--- config.mk ---
export PLATFORM = sky130hd
export DESIGN_NAME = instr_fetch_unit
export DESIGN_NICKNAME = d
export VERILOG_FILES = /design/src/rtl/cpu_pkg.sv /design/src/rtl/fetch_fifo.sv /design/src/rtl/instr_fetch_unit.sv
export SDC_FILE = /design/constraint.sdc
export NUM_CORES = 1
export LEC_CHECK = 0
export CORE_ASPECT_RATIO = 1.4
export CORE_MARGIN = 5
export CORE_UTILIZATION = 52
export DETAILED_ROUTE_END_ITERATION = 16
export GPL_ROUTABILITY_DRIVEN = 0
export GPL_TIMING_DRIVEN = 0
export HOLD_SLACK_MARGIN = 0.12
export PLACE_DENSITY = 0.85
export SETUP_SLACK_MARGIN = 0.2
export SLEW_MARGIN = 5
export SYNTH_ARGS = -nofsm -noshare
export SYNTH_HDL_FRONTEND = slang
export SYNTH_SLANG_ARGS = --single-unit
export TNS_END_PERCENT = 5
--- constraint.sdc ---
create_clock -name clk -period 15.8 [get_ports clk]
set_clock_uncertainty 0.15 [all_clocks]
set_input_delay 4.74 -clock clk [delete_from_list [all_inputs] [get_ports clk]]
set_output_delay 4.74 -clock clk [all_outputs]
set_load 0.005 [all_outputs]
--- src/rtl/cpu_pkg.sv ---
// Shared CPU definitions: datapath widths, instruction field bounds, HALT opcode
// and the fetch state encoding.
package cpu_pkg;

    localparam int INSTRUCTION_WIDTH = 32;
    localparam int ADDR_WIDTH        = 9;

    localparam int OPCODE_MSB = 31;
    localparam int OPCODE_LSB = 27;
    localparam int DEST_MSB   = 26;
    localparam int DEST_LSB   = 18;
    localparam int SRC1_MSB   = 17;
    localparam int SRC1_LSB   = 9;
    localparam int SRC2_MSB   = 8;
    localparam int SRC2_LSB   = 0;

    localparam logic [OPCODE_MSB-OPCODE_LSB:0] OP_HALT = 5'b11111;

    typedef enum logic {
        RUN    = 1'b0,
        HALTED = 1'b1
    } fetch_state_t;

    function automatic logic is_halt(input logic [OPCODE_MSB-OPCODE_LSB:0] opcode);
        return opcode == OP_HALT;
    endfunction

endpackage

--- src/rtl/fetch_fifo.sv ---
// Small synchronous FIFO for fetched {word, pc} entries; flush beats push, and the
// head reads as zero while empty.
module fetch_fifo #(
    parameter int  WIDTH = 41,
    parameter int  DEPTH = 3,
    localparam int CNT_W = $clog2(DEPTH + 1),
    localparam int PTR_W = (DEPTH > 1) ? $clog2(DEPTH) : 1
) (
    input  logic             clk,
    input  logic             rst_n,
    input  logic             push_i,
    input  logic [WIDTH-1:0] push_data_i,
    input  logic             pop_i,
    input  logic             flush_i,
    output logic [CNT_W-1:0] count_o,
    output logic             head_valid_o,
    output logic [WIDTH-1:0] head_data_o
);

    logic [WIDTH-1:0] mem_q [DEPTH];
    logic [PTR_W-1:0] rd_ptr_q, rd_ptr_d;
    logic [PTR_W-1:0] wr_ptr_q, wr_ptr_d;
    logic [CNT_W-1:0] count_q, count_d;
    logic             do_push, do_pop;

    // Depth need not be a power of two, so pointers wrap explicitly.
    function automatic logic [PTR_W-1:0] ptr_inc(input logic [PTR_W-1:0] p);
        return (p == PTR_W'(DEPTH - 1)) ? '0 : p + PTR_W'(1);
    endfunction

    always_comb begin
        // NOTE: every variable gets a default first so no path leaves it unassigned (no latch).
        do_pop   = pop_i && (count_q != '0) && !flush_i;
        do_push  = push_i && !flush_i && ((count_q != CNT_W'(DEPTH)) || do_pop);
        rd_ptr_d = rd_ptr_q;
        wr_ptr_d = wr_ptr_q;
        count_d  = count_q;
        if (flush_i) begin
            rd_ptr_d = '0;
            wr_ptr_d = '0;
            count_d  = '0;
        end else begin
            if (do_push) wr_ptr_d = ptr_inc(wr_ptr_q);
            if (do_pop)  rd_ptr_d = ptr_inc(rd_ptr_q);
            case ({do_push, do_pop})
                2'b10:   count_d = count_q + CNT_W'(1);
                2'b01:   count_d = count_q - CNT_W'(1);
                default: count_d = count_q;
            endcase
        end
    end

    // NOTE: sequential state uses non-blocking assignments so all registers update together.
    always_ff @(posedge clk or negedge rst_n) begin
        if (!rst_n) begin
            rd_ptr_q <= '0;
            wr_ptr_q <= '0;
            count_q  <= '0;
        end else begin
            rd_ptr_q <= rd_ptr_d;
            wr_ptr_q <= wr_ptr_d;
            count_q  <= count_d;
        end
    end

    // NOTE: storage is not reset; count_q alone decides which entries are meaningful.
    always_ff @(posedge clk) begin
        if (do_push) mem_q[wr_ptr_q] <= push_data_i;
    end

    assign count_o      = count_q;
    assign head_valid_o = (count_q != '0);
    assign head_data_o  = head_valid_o ? mem_q[rd_ptr_q] : '0;

endmodule

--- src/rtl/instr_fetch_unit.sv ---
// Instruction fetch: owns the PC, issues one-cycle-latency reads to program memory,
// buffers returned words for the decoder, handles redirect/flush and HALT.
module instr_fetch_unit
    import cpu_pkg::fetch_state_t, cpu_pkg::RUN, cpu_pkg::HALTED,
           cpu_pkg::OPCODE_MSB, cpu_pkg::OPCODE_LSB, cpu_pkg::is_halt;
#(
    parameter int                    INSTRUCTION_WIDTH = cpu_pkg::INSTRUCTION_WIDTH,
    parameter int                    ADDR_WIDTH        = cpu_pkg::ADDR_WIDTH,
    parameter int                    FIFO_DEPTH        = 3,
    parameter logic [ADDR_WIDTH-1:0] RESET_PC          = '0
) (
    input  logic                         clk,
    input  logic                         rst_n,
    output logic                         imem_en,
    output logic [ADDR_WIDTH-1:0]        imem_addr,
    input  logic [INSTRUCTION_WIDTH-1:0] imem_rdata,
    output logic                         instr_valid,
    input  logic                         instr_ready,
    output logic [INSTRUCTION_WIDTH-1:0] instruction,
    output logic [ADDR_WIDTH-1:0]        instr_pc,
    input  logic                         redirect_valid,
    input  logic [ADDR_WIDTH-1:0]        redirect_pc,
    output logic                         halted
);

    localparam int CNT_W   = $clog2(FIFO_DEPTH + 1);
    localparam int ENTRY_W = INSTRUCTION_WIDTH + ADDR_WIDTH;

    fetch_state_t          state_q, state_d;
    logic [ADDR_WIDTH-1:0] pc_q, pc_d;
    logic [ADDR_WIDTH-1:0] req_pc_q, req_pc_d;
    logic                  inflight_q, inflight_d;

    logic [CNT_W-1:0]      fifo_count;
    logic [CNT_W:0]        credit_used;
    logic [ENTRY_W-1:0]    head_data;
    logic                  halt_seen;
    logic                  issue;
    logic                  push;
    logic                  pop;

    assign halt_seen   = inflight_q && is_halt(imem_rdata[OPCODE_MSB:OPCODE_LSB]);
    assign credit_used = {1'b0, fifo_count} + {{CNT_W{1'b0}}, inflight_q};

    // rst_n gates the request so memory sees no read while reset is held.
    assign issue = rst_n && (state_q == RUN) && !redirect_valid && !halt_seen &&
                   (credit_used < (CNT_W + 1)'(FIFO_DEPTH));

    assign push = inflight_q && !redirect_valid;
    assign pop  = instr_valid && instr_ready;

    always_comb begin
        state_d    = state_q;
        pc_d       = pc_q;
        req_pc_d   = req_pc_q;
        inflight_d = issue;
        if (issue) begin
            pc_d     = pc_q + ADDR_WIDTH'(1);
            req_pc_d = pc_q;
        end
        if (push && halt_seen) state_d = HALTED;
        if (redirect_valid) begin
            pc_d       = redirect_pc;
            inflight_d = 1'b0;
            state_d    = RUN;
        end
    end

    always_ff @(posedge clk or negedge rst_n) begin
        if (!rst_n) begin
            state_q    <= RUN;
            pc_q       <= RESET_PC;
            req_pc_q   <= '0;
            inflight_q <= 1'b0;
        end else begin
            state_q    <= state_d;
            pc_q       <= pc_d;
            req_pc_q   <= req_pc_d;
            inflight_q <= inflight_d;
        end
    end

    fetch_fifo #(
        .WIDTH (ENTRY_W),
        .DEPTH (FIFO_DEPTH)
    ) u_fifo (
        .clk          (clk),
        .rst_n        (rst_n),
        .push_i       (push),
        .push_data_i  ({imem_rdata, req_pc_q}),
        .pop_i        (pop),
        .flush_i      (redirect_valid),
        .count_o      (fifo_count),
        .head_valid_o (instr_valid),
        .head_data_o  (head_data)
    );

    assign {instruction, instr_pc} = head_data;
    assign imem_en   = issue;
    assign imem_addr = pc_q;
    assign halted    = (state_q == HALTED);

endmodule

Word level (Yosys, flattened, before mapping)

Memories as Yosys holds them, arrays and structs flattened.
Index checks and enable logic that the tools add are counted.

Order comparisons: 1
Bitwise operators: 1
Equality and inequality tests: 6
Multiplexer cells: 16
Reductions and logical operators: 21
$add $sub $neg: 6

Operator list:

| cell                                                        | count |
|---|---|
| two-way mux 41 bit                                          | 1 |
| two-way mux 9 bit                                           | 2 |
| two-way mux 2 bit                                           | 7 |
| logical AND 1 bit                                           | 12 |
| nonzero test 2 bit                                          | 5 |
| adder 9 x 1 -> 9 bit (second input constant)                | 1 |
| adder 2 x 1 -> 2 bit (second input constant)                | 3 |
| == test 2 bit (second input constant)                       | 3 |
| == test 5 bit (second input constant)                       | 1 |
| two-way mux 1 bit                                           | 5 |
| case mux 2 bit (2 select lines)                             | 1 |
| adder 2 x 1 -> 3 bit                                        | 1 |
| less-than comparator 3 x 2 -> 1 bit (second input constant) | 1 |
| nonzero test 3 bit                                          | 1 |
| == test 2 x 1 -> 1 bit (second input constant)              | 1 |
| logical NOT 1 bit                                           | 2 |
| != test 2 bit (second input constant)                       | 1 |
| subtractor 2 x 1 -> 2 bit (second input constant)           | 1 |
| logical OR 1 bit                                            | 1 |
| inverter 1 bit                                              | 1 |

Memories kept: 1
RAM bits: 123
Bits of input ports: 45
Bits in registers: 26

Memory list:

| name         | words | bits a word | rd ports | clocked after memory_dff | wr ports | RTL line         | source |
|---|---|---|---|---|---|---|---|
| u_fifo.mem_q | 3     | 41          | 1        | 0                        | 1        | fetch_fifo.sv:20 | `logic [WIDTH-1:0] mem_q [DEPTH];` |

Longest topological paths before layout

Word-level depth: 9
Depth in mapped cells: 7
Depth with buffers taken out: 6

Cells and area by module

From an unflattened synthesis, not the netlist that was laid out.

Cell total of the unflattened synthesis: 405
Area total of the unflattened synthesis: 6326.1 µm²

By module, submodules not included:

| module           | times used | seq. area each (µm²) | cells each | area an instance (µm²) |
|---|---|---|---|---|
| fetch_fifo       | 1          | 3843.7               | 299        | 5137.4 |
| instr_fetch_unit | 1          | 500.5                | 106        | 1188.6 |

Worst setup path after synthesis

OpenSTA, ideal clock, no wires.

Path type: input to output
Start point: in redirect_valid
End point: out imem_en
Path slack: 5.432 ns
Data required time: 10.910 ns
Data arrival time: 5.478 ns
Path buffers: 1
Stages on the path: 4
Cell sequence: nor3b_1 > nand2_1 > nor2_4 > buf_4

Word-level cells in the longest chain between the ends: 4

Ends and longest elaborated chain:

| what                           | RTL line               | source |
|---|---|---|
| start: declaration             | instr_fetch_unit.sv:21 | `input logic redirect_valid,` |
| logical NOT 1 bit              | instr_fetch_unit.sv:46 | `assign issue = rst_n && (state_q == RUN) && !redirect_valid && !halt_seen &&` |
| logical AND 1 bit (3 in a row) | instr_fetch_unit.sv:46 |  |
| end: declaration               | instr_fetch_unit.sv:14 | `output logic imem_en,` |

No other way between the ends.

Worst setup path after layout

Start point: in rst_n
End point: out imem_en

Word-level cells in the longest chain between the ends: 4

Ends and longest elaborated chain:

| what                           | RTL line               | source |
|---|---|---|
| start: declaration             | instr_fetch_unit.sv:13 | `input logic rst_n,` |
| logical AND 1 bit (4 in a row) | instr_fetch_unit.sv:46 |  |

No other way between the ends.

==> results.py <==
metrics = {
    "cts": {
        "clkLatencyLatePin_ns": 0.40,
        "cts_num_sinks": 149,
        "ctsResizeCount": 0,
        "cts_buffer_depth": 2,
        "cts_tree": "yes",
        "holdBufCountCts": 0,
        "htree_levels": 4,
        "numCtsBuffers": 17,
        "cts_setup_buffers": 0,
        "cts_root_buf": "clkbuf_16",
        "path_clk_slew_ns": 0.05,
    },
    "sta": {
        "setup-tns-final_ns": 0,
        "hold_viol_final": 0,
        "drv_slew": 0,
        "worst_pin_slew_ns": 0.9353,
        "fmax_ghz": 0.08585,
        "setup_viol": 0,
        "final.period_utilization_pct": 73.73,
        "slew_headroom_pct": 37.13,
        "setup_ws_ns": 4.151,
        "min_period_ns": 11.65,
        "holdWs_ns": 0.3500,
        "rsz0062_at_grt": "no",
    },
    "detailed_routing": {
        "vias_per_cell": 5.471,
        "drt-wirelength-per-cell_microns": 17.99,
        "via_count": 4043,
        "drc": 0,
        "first_pass_iters": 5,
        "first_iter_violations": 172,
        "ant_nets": 0,
        "drt_wl_total_microns": 13290,
    },
    "pwr": {
        "swShare_pct": 19.62,
        "intPower_uw": 780.8,
        "power_density_nw_per_um2": 120.9,
        "seqPwrFrac_pct": 47.3,
        "vdd_ir_drop_max_mv": 0.09155,
        "p_clk_share_pct": 44.6,
        "power.leakage_uw": 0.002837,
        "p_sw_uw": 190.6,
        "p_comb_share_pct": 8.2,
    },
    "cells_and_area": {
        "diodes": 0,
        "area_delta_synth_final_pct": 31.90,
        "fillCellCount": 756,
        "multi_input_area_sq_um": 1649,
        "regArea_sq_um": 4344,
        "drive_gt1_share_pct": 11.43,
        "fin_cells": 739,
        "fin_nets": 630,
    },
    "worst_setup_path": {
        "cp.arrival_ns": 6.76,
        "rr_endpoint": "u_fifo.mem_q[1][30]$_DFFE_PP_",
        "worstPathRequired_ns": 10.91,
        "cp-start-kind": "input port",
        "worstSetupPathType": "input port to primary output",
        "crit_path_end_kind": "primary output",
        "r2r_cells": 7,
        "worstPathMaxFanout": 28,
        "r2r-start": "u_fifo.count_o[1]$_DFFE_PN0P_",
        "reg2reg_slack_ns": 13.06,
    },
    "hold_path": {
        "min_path_type": "flop to flop",
        "hold_end": "u_fifo.mem_q[1][0]$_DFFE_PP_",
        "holdPathStages": 0,
        "worst_hold_startpoint": "req_pc_q[0]$_DFFE_PN0P_",
    },
    "logic_synthesis": {
        "seq_area_frac_synth_pct": 71.32,
        "synth_flop_cell": "edfxtp_1",
        "ys_async_sr_fraction_pct": 17.45,
        "synth_top_area_cell": "edfxtp_1",
        "synth_nets": 496,
        "yosysWarnings": 0,
        "ys_ff_latch": 149,
        "synth_top_cell_area_share_pct": 60.64,
        "synth_edf_count": 123,
        "synthCells": 448,
        "netlist_area_sq_um": 6091,
        "ys_top_cells_by_area": "edfxtp_1 (61%), dfrtp_1 (11%), mux2i_1 (6.7%), nor2_1 (5.5%), a21oi_1 (3.9%)",
        "synth.distinct_cells": 42,
        "avgSynthCellArea_sq_um": 13.60,
    },
    "grt": {
        "grt_usage_pct": 19.59,
        "grt_pass1_wl_microns": 21200,
        "grtUsageMet2_pct": 34.69,
        "grt_pass1_vias": 4243,
        "grtUsageMet3_pct": 3.875,
        "grt_max_degree": 29,
        "grt-ovfl-total": 0,
        "antenna_found_initial": 0,
        "busiest_layer": "met2",
        "grt_util_met1_pct": 22.80,
    },
    "floorplan": {
        "num_io_pins": 98,
        "initial_utilization_pct": 53.45,
        "fp.dieArea_sq_um": 14010,
        "core_sq_um": 11400,
        "fp-row-count": 46,
        "die_y_microns": 138.1,
        "die-width_microns": 101.5,
    },
    "place": {
        "placedCellCount": 707,
        "port_buffers": 97,
        "dp_hpwl_microns": 9315,
        "pre_cts_slack_ns": 3.281,
    },
    "run": {
        "cap_violations": 0,
    },
    "run_status": {
        "status": "finished clean",
    },
}
==> how the worst max path moves through the flow <==
stage	depth (start not counted)	start	slack (ns)	endpoint
3_5_place_dp	6	rst_n	3.28	imem_en
6_report	6	rst_n	4.15	imem_en
5_1_grt	6	rst_n	3.86	imem_en
3_3_place_gp	4	redirect_valid	2.49	u_fifo.mem_q[2][26]$_DFFE_PP_
2_1_floorplan	4	redirect_valid	5.43	imem_en
4_1_cts	6	rst_n	3.25	imem_en
==> cell type report <==
cell class / instances / area share (%)
clock buffer: 19 / 5.389
timing repair buffer: 115 / 13.71
buffer: 25 / 1.308
tap: 144 / 2.243
clock inverter: 13 / 2.616
multi-input combinational: 271 / 20.53
inverter: 3 / 0.1402
sequential: 149 / 54.07
==> sequential cells by signal, indices dropped and copies added (netlist names) <==
register,count
imem_addr,9
u_fifo.mem_q,123
inflight_q,1
req_pc_q,9
u_fifo.rd_ptr_q,2
halted,1
u_fifo.wr_ptr_q,2
u_fifo.count_o,2
==> critical path, stage by stage <==
cell	delay [ns]
buf_2	0.49
nor3b_1	0.30
nand2_1	0.22
nor2_4	0.24
buf_4	0.22
clkdlybuf4s50_1	0.52
==> metrics by stage <==
stage          util (%)  area, sq um  power [uW]
2_1_floorplan         -         6091       499.5
6_report          70.50         8034       971.4
5_1_grt           70.50         8034        1002
4_1_cts           70.54         8039       976.9
3_3_place_gp      63.55         7242       539.5
3_5_place_dp      64.90         7396       545.1
==> power by group through the flow <==
stage	registers, uW	logic [uW]	clock network, uW
finish	459	79.2	433
floorplan	463	36.9	0
CTS	458	80.4	438
global placement	465	74.3	0
global route	461	86.8	455
detailed placement	466	79.2	0
==> placed cells by master (no fill, tap or decap), types with 3 or more instances in the layout <==
cell type / n
a21oi_1: 48
buf_1: 3
buf_2: 7
buf_4: 19
bufinv_16: 6
clkbuf_1: 17
clkbuf_16: 17
clkdlybuf4s50_1: 96
clkinv_1: 4
clkinv_2: 3
dfrtp_1: 26
edfxtp_1: 123
ha_1: 3
inv_1: 3
mux2_1: 3
mux2_2: 6
mux2i_1: 41
nand2_1: 17
nand2b_1: 7
nand4_1: 4
nor2_1: 90
nor2b_1: 3
nor3_1: 6
o211ai_1: 10
o21a_1: 3
o21ai_0: 3
==> Yosys cell counts, types with 2 or more instances <==
master and instances:
nand3_1 2, inv_1 3, nand2b_1 7, o211ai_1 10
dfrtp_1 26, o21a_1 3, edfxtp_1 123, nor2_1 90
nor4_1 2, o21ai_0 3, buf_1 3, a21oi_1 48
mux2_1 3, clkbuf_1 15, and2_2 2, nor4b_1 2
or3_1 2, mux2i_1 41, nor3_1 6, nor2b_1 3
nand4_1 4, buf_2 6, mux2_2 6, ha_1 3
nor3b_1 2, nand2_1 17
==> logic make-up after synthesis <==
family                   after synthesis  share of synthesized area, %
multiplexers                          50                         8.402
AO/OA/AOI/OAI                         72                         6.923
AND/OR/NAND/NOR                      146                         10.83
buffers and inverters                 28                         1.910
flip-flops                           149                         71.32
adder cells (fa/ha/maj)                3                        0.6163
==> per-layer routing <==
| metal | wire, microns | vias to the layer above |
|---|---|---|
| li1 | - | 1909 |
| met1 | 5227 | 2002 |
| met2 | 7362 | 113 |
| met3 | 468 | 19 |
| met4 | 233 | 0 |
| met5 | 0 | - |
Note: power is estimated with default switching activity, not from simulation.
